--- src/rtl/mtl_pkg.sv ---
// mtl_pkg: shared types, default panel timing and colour-bar table for the MTL display controller.
package mtl_pkg;

    typedef enum logic [1:0] {S_GAME, S_LOAD, S_RUN} src_t;

    typedef struct packed {
        logic [7:0] r;
        logic [7:0] g;
        logic [7:0] b;
    } rgb_t;

    localparam int X_W = 11;
    localparam int Y_W = 10;

    localparam int DEF_H_ACTIVE = 800;
    localparam int DEF_H_BLANK = 46;
    localparam int DEF_H_FRONT = 210;
    localparam int DEF_V_ACTIVE = 480;
    localparam int DEF_V_BLANK = 23;
    localparam int DEF_V_FRONT = 22;
    localparam int DEF_H_SYNC = 1;
    localparam int DEF_V_SYNC = 1;
    localparam int DEF_COLOR_W = 8;
    localparam int DEF_RD_LATENCY = 1;
    localparam logic [23:0] DEF_LOAD_COLOR = 24'hFFFFFF;

    // Index 0 is the leftmost bar: white, yellow, cyan, green, magenta, red, blue, black.
    localparam logic [7:0][23:0] BAR_COLORS = {
        24'h000000, 24'h0000FF, 24'hFF0000, 24'hFF00FF,
        24'h00FF00, 24'h00FFFF, 24'hFFFF00, 24'hFFFFFF
    };

    function automatic rgb_t bar_rgb(input logic [2:0] idx);
        return rgb_t'(BAR_COLORS[idx]);
    endfunction

endpackage

--- src/rtl/mtl_timing_gen.sv ---
// mtl_timing_gen: H/V counters, active and fetch-lookahead windows, sync decode and frame pulses.
module mtl_timing_gen
    import mtl_pkg::*;
#(
    parameter int H_ACTIVE = DEF_H_ACTIVE,
    parameter int H_BLANK = DEF_H_BLANK,
    parameter int H_FRONT = DEF_H_FRONT,
    parameter int V_ACTIVE = DEF_V_ACTIVE,
    parameter int V_BLANK = DEF_V_BLANK,
    parameter int V_FRONT = DEF_V_FRONT,
    parameter int H_SYNC = DEF_H_SYNC,
    parameter int V_SYNC = DEF_V_SYNC,
    parameter int RD_LATENCY = DEF_RD_LATENCY
) (
    input  logic           clk,
    input  logic           rst_n,
    output logic           act,
    output logic           look,
    output logic           hs,
    output logic           vs,
    output logic           frame_start,
    output logic [X_W-1:0] col,
    output logic [X_W-1:0] fx,
    output logic [Y_W-1:0] fy,
    output logic           new_frame,
    output logic           end_frame
);

    localparam int H_TOTAL = H_BLANK + H_ACTIVE + H_FRONT;
    localparam int V_TOTAL = V_BLANK + V_ACTIVE + V_FRONT;
    localparam logic [X_W-1:0] X_LAST = X_W'(H_TOTAL - 1);
    localparam logic [X_W-1:0] X_ACT0 = X_W'(H_BLANK);
    localparam logic [X_W-1:0] X_ACT1 = X_W'(H_BLANK + H_ACTIVE);
    localparam logic [X_W-1:0] X_END = X_W'(H_BLANK + H_ACTIVE - 1);
    localparam logic [X_W-1:0] X_SYNC = X_W'(H_SYNC);
    localparam logic [X_W-1:0] X_LAT = X_W'(RD_LATENCY);
    localparam logic [Y_W-1:0] Y_LAST = Y_W'(V_TOTAL - 1);
    localparam logic [Y_W-1:0] Y_ACT0 = Y_W'(V_BLANK);
    localparam logic [Y_W-1:0] Y_ACT1 = Y_W'(V_BLANK + V_ACTIVE);
    localparam logic [Y_W-1:0] Y_END = Y_W'(V_BLANK + V_ACTIVE - 1);
    localparam logic [Y_W-1:0] Y_SYNC = Y_W'(V_SYNC);

    logic [X_W-1:0] x, x_nxt, xl;
    logic [Y_W-1:0] y, y_nxt;
    logic x_wrap, v_act;

    assign x_wrap = x == X_LAST;
    assign x_nxt = x_wrap ? '0 : x + 1'b1;
    assign y_nxt = !x_wrap ? y : (y == Y_LAST ? '0 : y + 1'b1);
    assign frame_start = x_wrap && y == Y_LAST;

    // The lookahead never wraps into the next line because RD_LATENCY stays below H_BLANK.
    assign xl = x + X_LAT;
    assign v_act = y >= Y_ACT0 && y < Y_ACT1;
    assign act = v_act && x >= X_ACT0 && x < X_ACT1;
    assign look = v_act && xl >= X_ACT0 && xl < X_ACT1;
    assign hs = x >= X_SYNC;
    assign vs = y >= Y_SYNC;
    assign col = x - X_ACT0;
    assign fx = look ? xl - X_ACT0 : '0;
    assign fy = look ? y - Y_ACT0 : '0;

    always_ff @(posedge clk or negedge rst_n) begin
        if (!rst_n) begin
            x <= X_LAST;
            y <= Y_LAST;
            new_frame <= 1'b0;
            end_frame <= 1'b0;
        end else begin
            x <= x_nxt;
            y <= y_nxt;
            new_frame <= frame_start;
            end_frame <= x_nxt == X_END && y_nxt == Y_END;
        end
    end

endmodule

--- src/rtl/mtl_display_ctrl.sv ---
// mtl_display_ctrl: MTL LCD controller with per-frame source selection (game, loading colour, SDRAM).
// Define MTL_TEST_PATTERN_EN to add the colour-bar test pattern selected by iTestPattern.
module mtl_display_ctrl
    import mtl_pkg::*;
#(
    parameter int H_ACTIVE = DEF_H_ACTIVE,
    parameter int H_BLANK = DEF_H_BLANK,
    parameter int H_FRONT = DEF_H_FRONT,
    parameter int V_ACTIVE = DEF_V_ACTIVE,
    parameter int V_BLANK = DEF_V_BLANK,
    parameter int V_FRONT = DEF_V_FRONT,
    parameter int H_SYNC = DEF_H_SYNC,
    parameter int V_SYNC = DEF_V_SYNC,
    parameter int COLOR_W = DEF_COLOR_W,
    parameter int RD_LATENCY = DEF_RD_LATENCY,
    parameter logic [23:0] LOAD_COLOR = DEF_LOAD_COLOR
) (
    input  logic               iCLK,
    input  logic               iRST_n,
    input  logic               iLoading,
    input  logic               iTestPattern,
    input  logic [31:0]        iREAD_DATA,
    input  logic [COLOR_W-1:0] iGAME_R,
    input  logic [COLOR_W-1:0] iGAME_G,
    input  logic [COLOR_W-1:0] iGAME_B,
    output logic               oREAD_SDRAM_EN,
    output logic [X_W-1:0]     oX,
    output logic [Y_W-1:0]     oY,
    output logic               oNewFrame,
    output logic               oEndFrame,
    output logic               oHD,
    output logic               oVD,
    output logic               oDE,
    output logic [COLOR_W-1:0] oLCD_R,
    output logic [COLOR_W-1:0] oLCD_G,
    output logic [COLOR_W-1:0] oLCD_B
);

    localparam rgb_t LC = LOAD_COLOR;

    logic act, look, hs, vs, frame_start, pend, pend_nxt, tp, unused;
    logic [X_W-1:0] col;
    src_t src, src_nxt;
    rgb_t rd;
    logic [COLOR_W-1:0] c_r, c_g, c_b, s1_r, s1_g, s1_b;
    logic s1_de, s1_hs, s1_vs;

    mtl_timing_gen #(
        .H_ACTIVE(H_ACTIVE), .H_BLANK(H_BLANK), .H_FRONT(H_FRONT),
        .V_ACTIVE(V_ACTIVE), .V_BLANK(V_BLANK), .V_FRONT(V_FRONT),
        .H_SYNC(H_SYNC), .V_SYNC(V_SYNC), .RD_LATENCY(RD_LATENCY)
    ) u_timing (
        .clk(iCLK),
        .rst_n(iRST_n),
        .act(act),
        .look(look),
        .hs(hs),
        .vs(vs),
        .frame_start(frame_start),
        .col(col),
        .fx(oX),
        .fy(oY),
        .new_frame(oNewFrame),
        .end_frame(oEndFrame)
    );

    // Loading requests seen mid-frame are held until the next frame boundary.
    always_comb begin
        src_nxt = src;
        pend_nxt = pend | iLoading;
        if (frame_start) begin
            pend_nxt = 1'b0;
            src_nxt = src == S_LOAD ? (iLoading ? S_LOAD : S_RUN) : (iLoading || pend) ? S_LOAD : src;
        end
    end

    always_ff @(posedge iCLK or negedge iRST_n) begin
        if (!iRST_n) begin
            src <= S_GAME;
            pend <= 1'b0;
        end else begin
            src <= src_nxt;
            pend <= pend_nxt;
        end
    end

`ifdef MTL_TEST_PATTERN_EN
    localparam int BW = H_ACTIVE / 8;
    logic [X_W-1:0] bi;
    rgb_t bar;

    always_ff @(posedge iCLK or negedge iRST_n) begin
        if (!iRST_n) tp <= 1'b0;
        else if (frame_start) tp <= iTestPattern;
    end

    assign bi = col / X_W'(BW);
    assign bar = bar_rgb(bi > X_W'(7) ? 3'd7 : bi[2:0]);
    assign unused = ^iREAD_DATA[31:24];
`else
    assign tp = 1'b0;
    assign unused = ^{iREAD_DATA[31:24], iTestPattern, col};
`endif

    assign rd = iREAD_DATA[23:0];
    assign oREAD_SDRAM_EN = look && src != S_GAME && !tp;

    always_comb begin
        c_r = src == S_GAME ? iGAME_R : src == S_LOAD ? LC.r[7 -: COLOR_W] : rd.r[7 -: COLOR_W];
        c_g = src == S_GAME ? iGAME_G : src == S_LOAD ? LC.g[7 -: COLOR_W] : rd.g[7 -: COLOR_W];
        c_b = src == S_GAME ? iGAME_B : src == S_LOAD ? LC.b[7 -: COLOR_W] : rd.b[7 -: COLOR_W];
`ifdef MTL_TEST_PATTERN_EN
        if (tp) begin
            c_r = bar.r[7 -: COLOR_W];
            c_g = bar.g[7 -: COLOR_W];
            c_b = bar.b[7 -: COLOR_W];
        end
`endif
    end

    // Two register stages keep colour, DE and both syncs on the same latency.
    always_ff @(posedge iCLK or negedge iRST_n) begin
        if (!iRST_n) begin
            {s1_r, s1_g, s1_b, s1_de, s1_hs, s1_vs} <= '0;
            {oLCD_R, oLCD_G, oLCD_B, oDE, oHD, oVD} <= '0;
        end else begin
            s1_r <= act ? c_r : '0;
            s1_g <= act ? c_g : '0;
            s1_b <= act ? c_b : '0;
            s1_de <= act;
            s1_hs <= hs;
            s1_vs <= vs;
            oLCD_R <= s1_r;
            oLCD_G <= s1_g;
            oLCD_B <= s1_b;
            oDE <= s1_de;
            oHD <= s1_hs;
            oVD <= s1_vs;
        end
    end

endmodule

--- config.mk ---
export PLATFORM = sky130hd
export DESIGN_NAME = mtl_display_ctrl
export DESIGN_NICKNAME = d
export VERILOG_FILES = /design/src/rtl/mtl_pkg.sv /design/src/rtl/mtl_timing_gen.sv /design/src/rtl/mtl_display_ctrl.sv
export SDC_FILE = /design/constraint.sdc
export NUM_CORES = 1
export LEC_CHECK = 0
export ABC_AREA = 1
export BUFFER_PORTS_ARGS = -buffer_cell sky130_fd_sc_hd__buf_2
export CAP_MARGIN = 10
export CORE_UTILIZATION = 40
export CTS_BUF_LIST = sky130_fd_sc_hd__clkbuf_4
export CTS_CLUSTER_SIZE = 30
export DETAILED_ROUTE_END_ITERATION = 8
export HOLD_SLACK_MARGIN = 0.02
export SKIP_CTS_REPAIR_TIMING = 1
export SYNTH_ARGS = -nofsm -noshare
export SYNTH_HDL_FRONTEND = slang
export SYNTH_HIERARCHICAL = 1
export SYNTH_SLANG_ARGS = --single-unit
--- constraint.sdc ---
create_clock -name iCLK -period 6.52 [get_ports iCLK]
set_clock_uncertainty 0.1 [all_clocks]
set_input_delay 0.978 -clock iCLK [delete_from_list [all_inputs] [get_ports iCLK]]
set_output_delay 0.978 -clock iCLK [all_outputs]
set_load 0.05 [all_outputs]
==> flow_summary_export.csv, run 1 <==
group,metric,value,unit
worst_setup_path,worst-path-stages,11,
floorplan,fp-row-count,36,
sta,slew_headroom,31.6,%
sta,rsz0062_at_grt,"no",
place,place_worst_setup_slack,2.70,ns
floorplan,ios,111,
layout,final_area,4810,µm²
synth,syn_inst,475,
synth,syn_area_per_cell,8.76,µm²
sta,fin_crit,4.28,ns
layout,fin_nets,639,
sta,report.final.slew_viol_count,0,
layout,fillers,1009,
floorplan,dieArea,10800,µm²
route,wl,9080,µm
route,antenna_left,0,
route,dr_total_vias,3301,
sta,tightest_slew,1.03,ns
sta,max_clock_freq,234,MHz
place,gp_congestion,0.830,
floorplan,die_w,104,µm
cts,clock_latency,0.42,ns
layout,drive_above_1_share,31.9,%
worst_setup_path,worst_path_max_delay_cell,"o21ai_0",
sta,final.period_utilization,65.7,%
global_routing,grt_pass1_wl,15000,µm
worst_setup_path,cp-end-kind,"output pin",
place,numPortBuffers,101,
global_routing,track_usage,17.5,%
worst_setup_path,crit_type,"flop to output pin",
cts,ctsLongestPathBuffers,2,
run_status,status,"finished, final reports clean",
synth,syn_area,4160,µm²
worst_setup_path,critPathMostFrequentCell,"nor2_1",
layout,n_antenna_cell,0,
sta,final.setup.tns,0,ns
cts,cts_buffers,9,
synth,syn_nets,545,
global_routing,grt_start_max_net_pins,81,
floorplan,coreArea,9910,µm²
global_routing,antenna_found_initial,0,
route,via_per_inst,4.67,
worst_setup_path,cp_top_family,"compound AO/OA/AOI/OAI gates",
sta,hold_slack,0.261,ns
global_routing,grt_pass1_vias,3093,
worst_setup_path,worstReg2RegEnd,"s1_g[7]$_DFF_PN0_",
worst_setup_path,max_stage_delay,0.64,ns
route,drc,0,
worst_setup_path,r2r.worst_path.cells,11,
job,max_cap_viol_count,0,
cts,path_clk_slew,0.13,ns
cts,cts_sinks,80,
sta,fin_ws,2.24,ns
cts,root_buffer,"clkbuf_4",
worst_setup_path,critPathMaxFanout,22,
route,first_pass_iters,4,
route,post_drt_wl_per_cell,12.8,µm
worst_setup_path,crit_chain,"ha_1 -> nand2_1 -> inv_1 -> nor2_1 -> o21ai_1 -> o21ai_0 -> nor2_1 -> nand3_4 -> inv_2 -> o21a_1 -> buf_2",
worst_setup_path,r2r_setup_slack,3.82,ns
place,hpwl,6790,µm
worst_setup_path,worst-path-buf-inv,3,
power_and_ir_drop,vdd_drop_max,0.0000874,V
layout,syn2layout_area_growth,15.6,%
synth,ys_warn_count,6,
global_routing,grt_remaining_overflow,0,
route,drt_iter0_markers,130,
sta,setup-violations-final,0,
power_and_ir_drop,power,0.000817,W
hold_path,holdPathStages,0,
sta,hold_viol,0,
cts,htree_levels,3,
floorplan,chipHeight,104,µm
worst_setup_path,cp-start-kind,"flop",
worst_setup_path,cp.required,5.44,ns
hold_path,hold_class,"flop to flop",
worst_setup_path,reg2reg_from,"u_timing/y[0]$_DFF_PN0_",
place,placed_area,4660,µm²
power_and_ir_drop,powerDensity,170,nW/µm²
floorplan,start_util,42.0,%
power_and_ir_drop,power_leakage,2.59,nW
worst_setup_path,worstPathArrival,3.20,ns
cts,cts_tree,"built",
hold_path,min_to,"oDE$_DFF_PN0_",
hold_path,min_from,"s1_de$_DFF_PN0_",
==> power by group <==
group / internal [W] / leakage (nW) / switching [W]
logic: 0.0000107 / 1.46 / 0.0000147
clock network: 0.000120 / 0.0692 / 0.000176
registers: 0.000496 / 1.06 / 0.00000000000000000000770
total: 0.000627 / 2.59 / 0.000190
==> sequential cells by signal, indices dropped and copies added (netlist names) <==
| name | count |
|---|---|
| oLCD_G | 8 |
| u_timing/x | 11 |
| s1_r | 8 |
| oHD | 1 |
| s1_vs | 1 |
| oDE | 1 |
| pend | 1 |
| s1_g | 8 |
| s1_de | 1 |
| s1_b | 8 |
| s1_hs | 1 |
| oVD | 1 |
| u_timing/end_frame | 1 |
| u_timing/y | 10 |
| oLCD_B | 8 |
| oLCD_R | 8 |
| u_timing/new_frame | 1 |
| src | 2 |
==> routing by layer <==
metal	global-route usage, %	vias to the layer above	share of wire (%)
met2	30.0	68	52
li1	-	1681	-
met4	4.08	0	0.79
met5	0	-	0
met3	4.20	5	3.4
met1	22.4	1547	44
==> through the flow <==
| step | util, % | instances |
|---|---|---|
| after floorplan | - | 475 |
| after global placement | 47.1 | 691 |
| after detailed placement | 47.1 | 691 |
| after CTS | 48.5 | 707 |
| after global routing | 48.5 | 707 |
| final | 48.5 | 707 |
==> how the worst max path moves through the flow <==
| stage | from | to | slack, ns |
|---|---|---|---|
| 3_3_place_gp | u_timing/y[0]$_DFF_PN0_ | oREAD_SDRAM_EN | 2.75 |
| 5_1_grt | u_timing/y[0]$_DFF_PN0_ | oREAD_SDRAM_EN | 2.03 |
| 2_1_floorplan | u_timing/x[0]$_DFF_PN1_ | oX[10] | 3.07 |
| 3_5_place_dp | u_timing/y[0]$_DFF_PN0_ | oREAD_SDRAM_EN | 2.70 |
| 4_1_cts | u_timing/y[0]$_DFF_PN0_ | oREAD_SDRAM_EN | 2.21 |
| 6_report | u_timing/y[0]$_DFF_PN0_ | oREAD_SDRAM_EN | 2.24 |
==> area by class of cell <==
| class | count | area, µm² | area share (%) |
|---|---|---|---|
| Sequential cell | 80 | 2010 | 41.9 |
| Multi-Input combinational cell | 319 | 1750 | 36.3 |
| Timing Repair Buffer | 102 | 515 | 10.7 |
| Inverter | 57 | 221 | 4.60 |
| Tap cell | 133 | 166 | 3.46 |
| Clock inverter | 7 | 78.8 | 1.64 |
| Clock buffer | 9 | 67.6 | 1.40 |
==> cells in the final DEF, fill, tap and decap left out, drive strengths merged, types with 3 or more instances in the layout <==
master	count
nand3	31
ha	10
buf	102
nand2	87
clkinvlp	3
nor3	27
inv	59
dfstp	9
nor2	94
a21oi	4
dfrtp	71
nand4	8
xor2	17
o21ai	34
clkbuf	9
Note: power is estimated with default switching activity, not from simulation.
==> run 2, diff against run 1 <==
clock period = 4.2 ns   (was 6.52 ns; I/O delays follow)
==> run 2 against run 1 <==
Net effect:
- flip-flop and latch count did not move
- count of clock-buffer cells in the layout unchanged
- core utilization increased by 0.15 points
- non-clock buffer count unchanged
- sequential power up 55%
- global-route usage increased by 0.15 points
- die area stayed put
- critical path type unchanged
- critical endpoint is now oY[9]
==> flow_summary_export.csv, run 2 (synthesis results as in run 1) <==
group,metric,value,unit
power_and_ir_drop,powerDensity,274,nW/µm²
place,numPortBuffers,101,
cts,cts_tree,"built",
floorplan,coreArea,9910,µm²
layout,largest_reg_flops,11,
global_routing,use_met2,29.5,%
sta,report.final.slew_viol_count,0,
cts,clock_latency,0.40,ns
layout,n_antenna_cell,0,
layout,largestRegisters,"u_timing/x (11), u_timing/y (10)",
global_routing,busiest_layer,"met2",
run_status,status,"finished, final reports clean",
global_routing,track_usage,17.7,%
floorplan,chipHeight,104,µm
layout,fin_nets,639,
layout,layout_commonest_cell,"buf_2",
layout,top_register,"u_timing/x",
worst_setup_path,worstPathArrival,3.08,ns
hold_path,holdPathStages,0,
worst_setup_path,cp.required,3.47,ns
worst_setup_path,worst-path-stages,12,
route,post_drt_wl_per_cell,12.9,µm
global_routing,grt_util_met1,23.2,%
layout,syn2layout_area_growth,15.9,%
power_and_ir_drop,power_leakage,2.60,nW
floorplan,die_w,104,µm
hold_path,hold_class,"flop to flop",
cts,root_buffer,"clkbuf_4",
worst_setup_path,crit_type,"flop to output pin",
sta,max_clock_freq,263,MHz
sta,hold_viol,0,
worst_setup_path,worst-path-buf-inv,2,
sta,tightest_slew,1.06,ns
place,hpwl,6710,µm
place,gp_congestion,0.854,
cts,ctsLongestPathBuffers,2,
sta,final.period_utilization,90.7,%
layout,final_cell_mix,"buf_2, nand2_1, nor2_1, dfrtp_1, inv_1",
route,dr_total_vias,3341,
global_routing,grt_remaining_overflow,0,
worst_setup_path,r2r.worst_path.cells,10,
sta,fin_crit,3.81,ns
floorplan,ios,111,
global_routing,grt_pass1_wl,15300,µm
job,max_cap_viol_count,0,
sta,setup-violations-final,0,
route,first_pass_iters,5,
worst_setup_path,cp_top_family,"simple AND/OR/NAND/NOR gates",
global_routing,grt_start_max_net_pins,81,
power_and_ir_drop,vdd_drop_max,0.000141,V
cts,htree_levels,3,
route,antenna_left,0,
route,wl,9120,µm
sta,final.setup.tns,0,ns
floorplan,fp-row-count,36,
layout,utilization,48.7,%
worst_setup_path,max_stage_delay,0.66,ns
worst_setup_path,cp-start-kind,"flop",
route,drt_iter0_markers,160,
global_routing,antenna_found_initial,0,
worst_setup_path,critPathMaxFanout,22,
cts,cts_sinks,80,
cts,path_clk_slew,0.13,ns
floorplan,start_util,42.0,%
worst_setup_path,cp-end-kind,"output pin",
sta,slew_headroom,29.2,%
global_routing,grt_pass1_vias,3201,
sta,rsz0062_at_grt,"no",
worst_setup_path,crit_chain,"ha_1 -> xor2_1 -> ha_1 -> nand2_1 -> nand2_1 -> nand2_2 -> nand2_2 -> inv_2 -> nand3_2 -> nand3_4 -> nor2_1 -> buf_2",
layout,drive_above_1_share,31.8,%
global_routing,grt_use_met3,3.63,%
worst_setup_path,worst_path_max_delay_cell,"dfstp_2",
cts,cts_buffers,9,
route,via_per_inst,4.73,
route,drc,0,
floorplan,dieArea,10800,µm²
==> run 2: changes by cell type in the layout (fill, tap and decap cells not counted), sizes merged <==
cell	previous run	this run
clkinv	1	2
inv	59	58
clkinvlp	3	1
bufinv	1	2
==> run 2: path summary, 6_finish.rpt <==
| path | from | end | slack [ns] |
|---|---|---|---|
| worst max-delay path | u_timing/x[0]$_DFF_PN1_ | oY[9] | 0.39 |
| worst min-delay path | s1_b[7]$_DFF_PN0_ | oLCD_B[7]$_DFF_PN0_ | 0.25 |
| worst max register to register | u_timing/y[0]$_DFF_PN0_ | s1_g[7]$_DFF_PN0_ | 1.58 |
| worst min register to register | s1_b[7]$_DFF_PN0_ | oLCD_B[7]$_DFF_PN0_ | 0.25 |
| max in group asynchronous | iRST_n | oLCD_B[3]$_DFF_PN0_ | 3.10 |
| min in group asynchronous | iRST_n | oLCD_G[0]$_DFF_PN0_ | 0.27 |
==> run 2: worst reg2reg max path, cell delays in order, from the launching register on <==
cell	delay (ns)
dfrtp_1	0.57
ha_1	0.23
nand2_1	0.07
inv_1	0.08
nor2_1	0.07
o21ai_1	0.23
o21ai_0	0.28
a211oi_4	0.22
buf_4	0.37
o21ai_0	0.18
nor2_1	0.16
==> run 2: metrics by stage <==
step	area [µm²]	worst slack, ns	instances	hold slack (ns)	total power, W
after floorplan	4160	1.10	475	0.231	0.000785
after global placement	4660	0.839	691	0.232	0.000825
after detailed placement	4660	0.777	691	0.236	0.000826
after CTS	4820	0.290	706	0.251	0.00134
after global routing	4820	0.0898	706	0.272	0.00138
final	4820	0.391	706	0.248	0.00132
==> run 2: layer usage <==
layer | part of all wire, % | wire length, µm
met3 | 4.7 | 426
met4 | 1.3 | 116
met1 | 44 | 4010
met2 | 50 | 4570
met5 | 0 | 0
==> run 2: power breakdown <==
group / leakage (nW) / internal (W) / switching, W
Sequential: 1.06 / 0.000771 / 0.0000000000000000000102
Combinational: 1.46 / 0.0000166 / 0.0000231
Clock: 0.0826 / 0.000242 / 0.000269
==> run 2: area by class of cell <==
cell class / count / area (µm²)
Timing Repair Buffer: 102 / 515
Clock inverter: 6 / 93.8
Tap cell: 133 / 166
Clock buffer: 9 / 67.6
Fill cell: 991 / 5080
Multi-Input combinational cell: 319 / 1750
Sequential cell: 80 / 2010
Inverter: 57 / 221
==> run 3, diff against run 2 <==
ABC_AREA = default   (was 1)
clock period = 4.5 ns   (was 4.2 ns; I/O delays follow)
==> run 3 against run 2 <==
Net effect:
- register-to-register slack improved by 0.21 ns
- hold slack gained 0.0065 ns
- via count down 13%
- area after synthesis is 7.8% lower
- sequential power fell by 5.7%
- total power shrank 8.6%
- critical endpoint is now oX[9]
- largest power group unchanged
==> flow_summary_export.csv, run 3 <==
group,metric,value,unit
run_status,status,"finished, final reports clean",
floorplan,fp-row-count,35,
worst_setup_path,cp-end-kind,"output pin",
cts,path_clk_slew,0.14,ns
hold_path,hold_class,"flop to flop",
global_routing,grt_pass1_wl,13300,µm
layout,largest_reg_flops,11,
hold_path,min_from,"s1_r[5]$_DFF_PN0_",
power_and_ir_drop,power_leakage,2.25,nW
cts,cts_buffers,9,
global_routing,grt_start_max_net_pins,81,
power_and_ir_drop,powerDensity,268,nW/µm²
cts,cts_sinks,80,
sta,rsz0062_at_grt,"no",
synth,ys_warn_count,6,
route,drc,0,
floorplan,ios,111,
worst_setup_path,r2r.worst_path.cells,8,
worst_setup_path,r2r_setup_slack,1.79,ns
global_routing,grt_remaining_overflow,0,
sta,fin_crit,4.13,ns
floorplan,start_util,41.3,%
global_routing,grt_pass1_vias,2689,
sta,setup-violations-final,0,
floorplan,coreArea,9280,µm²
sta,report.final.slew_viol_count,0,
cts,ctsLongestPathBuffers,2,
layout,largestRegisters,"u_timing/x (11), u_timing/y (10)",
route,drt_iter0_markers,71,
power_and_ir_drop,vdd_drop_max,0.000139,V
place,place_worst_setup_slack,0.721,ns
floorplan,chipHeight,99.9,µm
hold_path,min_to,"oLCD_R[5]$_DFF_PN0_",
job,max_cap_viol_count,0,
cts,clock_latency,0.43,ns
place,place_inst,562,
cts,cts_tree,"built",
cts,htree_levels,3,
route,antenna_left,0,
layout,fin_nets,514,
sta,tightest_slew,1.00,ns
sta,max_clock_freq,242,MHz
layout,layout_commonest_cell,"buf_2",
route,via_per_inst,5.05,
sta,hold_viol,0,
layout,top_register,"u_timing/x",
sta,final.setup.tns,0,ns
layout,syn2layout_area_growth,17.3,%
synth,syn_area,3840,µm²
route,first_pass_iters,4,
layout,fin_cells,578,
worst_setup_path,crit_type,"flop to output pin",
layout,n_antenna_cell,0,
sta,fin_ws,0.372,ns
hold_path,holdPathStages,0,
synth,syn_area_per_cell,10.8,µm²
floorplan,die_w,99.9,µm
sta,final.period_utilization,91.7,%
route,dr_total_vias,2919,
worst_setup_path,cp.required,3.72,ns
power_and_ir_drop,power,0.00121,W
place,gp_congestion,0.867,
global_routing,track_usage,17.2,%
worst_setup_path,cp-start-kind,"flop",
place,numPortBuffers,101,
synth,syn_nets,425,
route,wl,8080,µm
worst_setup_path,worstReg2RegEnd,"s1_b[5]$_DFF_PN0_",
cts,root_buffer,"clkbuf_4",
worst_setup_path,reg2reg_from,"u_timing/y[0]$_DFF_PN0_",
worst_setup_path,worstPathArrival,3.35,ns
place,hpwl,5500,µm
worst_setup_path,critPathMaxFanout,17,
global_routing,antenna_found_initial,0,
floorplan,dieArea,9990,µm²
layout,final_cell_mix,"buf_2, dfrtp_1, nor2_1",
layout,fillers,923,
route,post_drt_wl_per_cell,14.0,µm
sta,slew_headroom,33.3,%
layout,drive_above_1_share,32.1,%
synth,syn_inst,355,
## run 3: per-layer routing
metal,track usage [%],up-vias,wire [µm]
met1,22.6,1418,3630
li1,-,1419,-
met2,27.5,71,4030
met3,3.13,11,277
met4,8.37,0,140
met5,0,-,0
## run 3: worst max-delay path by stage
stage | start | end | cells past startpoint
floorplan | u_timing/x[1]$_DFF_PN1_ | oX[10] | 8
global placement | u_timing/x[0]$_DFF_PN1_ | oX[9] | 11
detailed placement | u_timing/x[0]$_DFF_PN1_ | oX[9] | 11
CTS | u_timing/x[0]$_DFF_PN1_ | oX[9] | 11
global route | u_timing/x[0]$_DFF_PN1_ | oX[9] | 11
finish | u_timing/x[0]$_DFF_PN1_ | oX[9] | 11
## run 3: power breakdown
part            total, W  leakage [nW]  internal (W)  switching (W)
clock network   0.000444        0.0725      0.000175       0.000269
registers       0.000727          1.06      0.000720     0.00000655
logic          0.0000374          1.12     0.0000187      0.0000187
total            0.00121          2.25      0.000914       0.000294
## run 3: final cells by class
type	instances	area, µm²	share of cell area [%]
clock inverters	7	77.6	1.72
multi-input cells	232	1580	35.2
well taps	129	161	3.59
flip-flops and latches	80	2010	44.7
clock buffers	9	67.6	1.50
inverters	16	60.1	1.33
repair buffers	105	538	12.0
## run 3: critical path: stages, from the launching register on
cell	delay, ns
dfstp_2	0.64
ha_1	0.22
xnor2_1	0.25
inv_1	0.09
ha_1	0.19
inv_1	0.10
o211ai_1	0.11
a21o_1	0.20
a221o_2	0.46
buf_4	0.22
and3b_1	0.21
buf_2	0.25
## run 3: metrics by stage
stage | hold slack [ns] | utilization (%) | area (µm²)
after CTS | 0.256 | 48.5 | 4500
after global routing | 0.253 | 48.5 | 4500
final | 0.254 | 48.5 | 4500
after detailed placement | 0.235 | 46.9 | 4350
after global placement | 0.232 | 46.9 | 4350
after floorplan | 0.231 | - | 3840
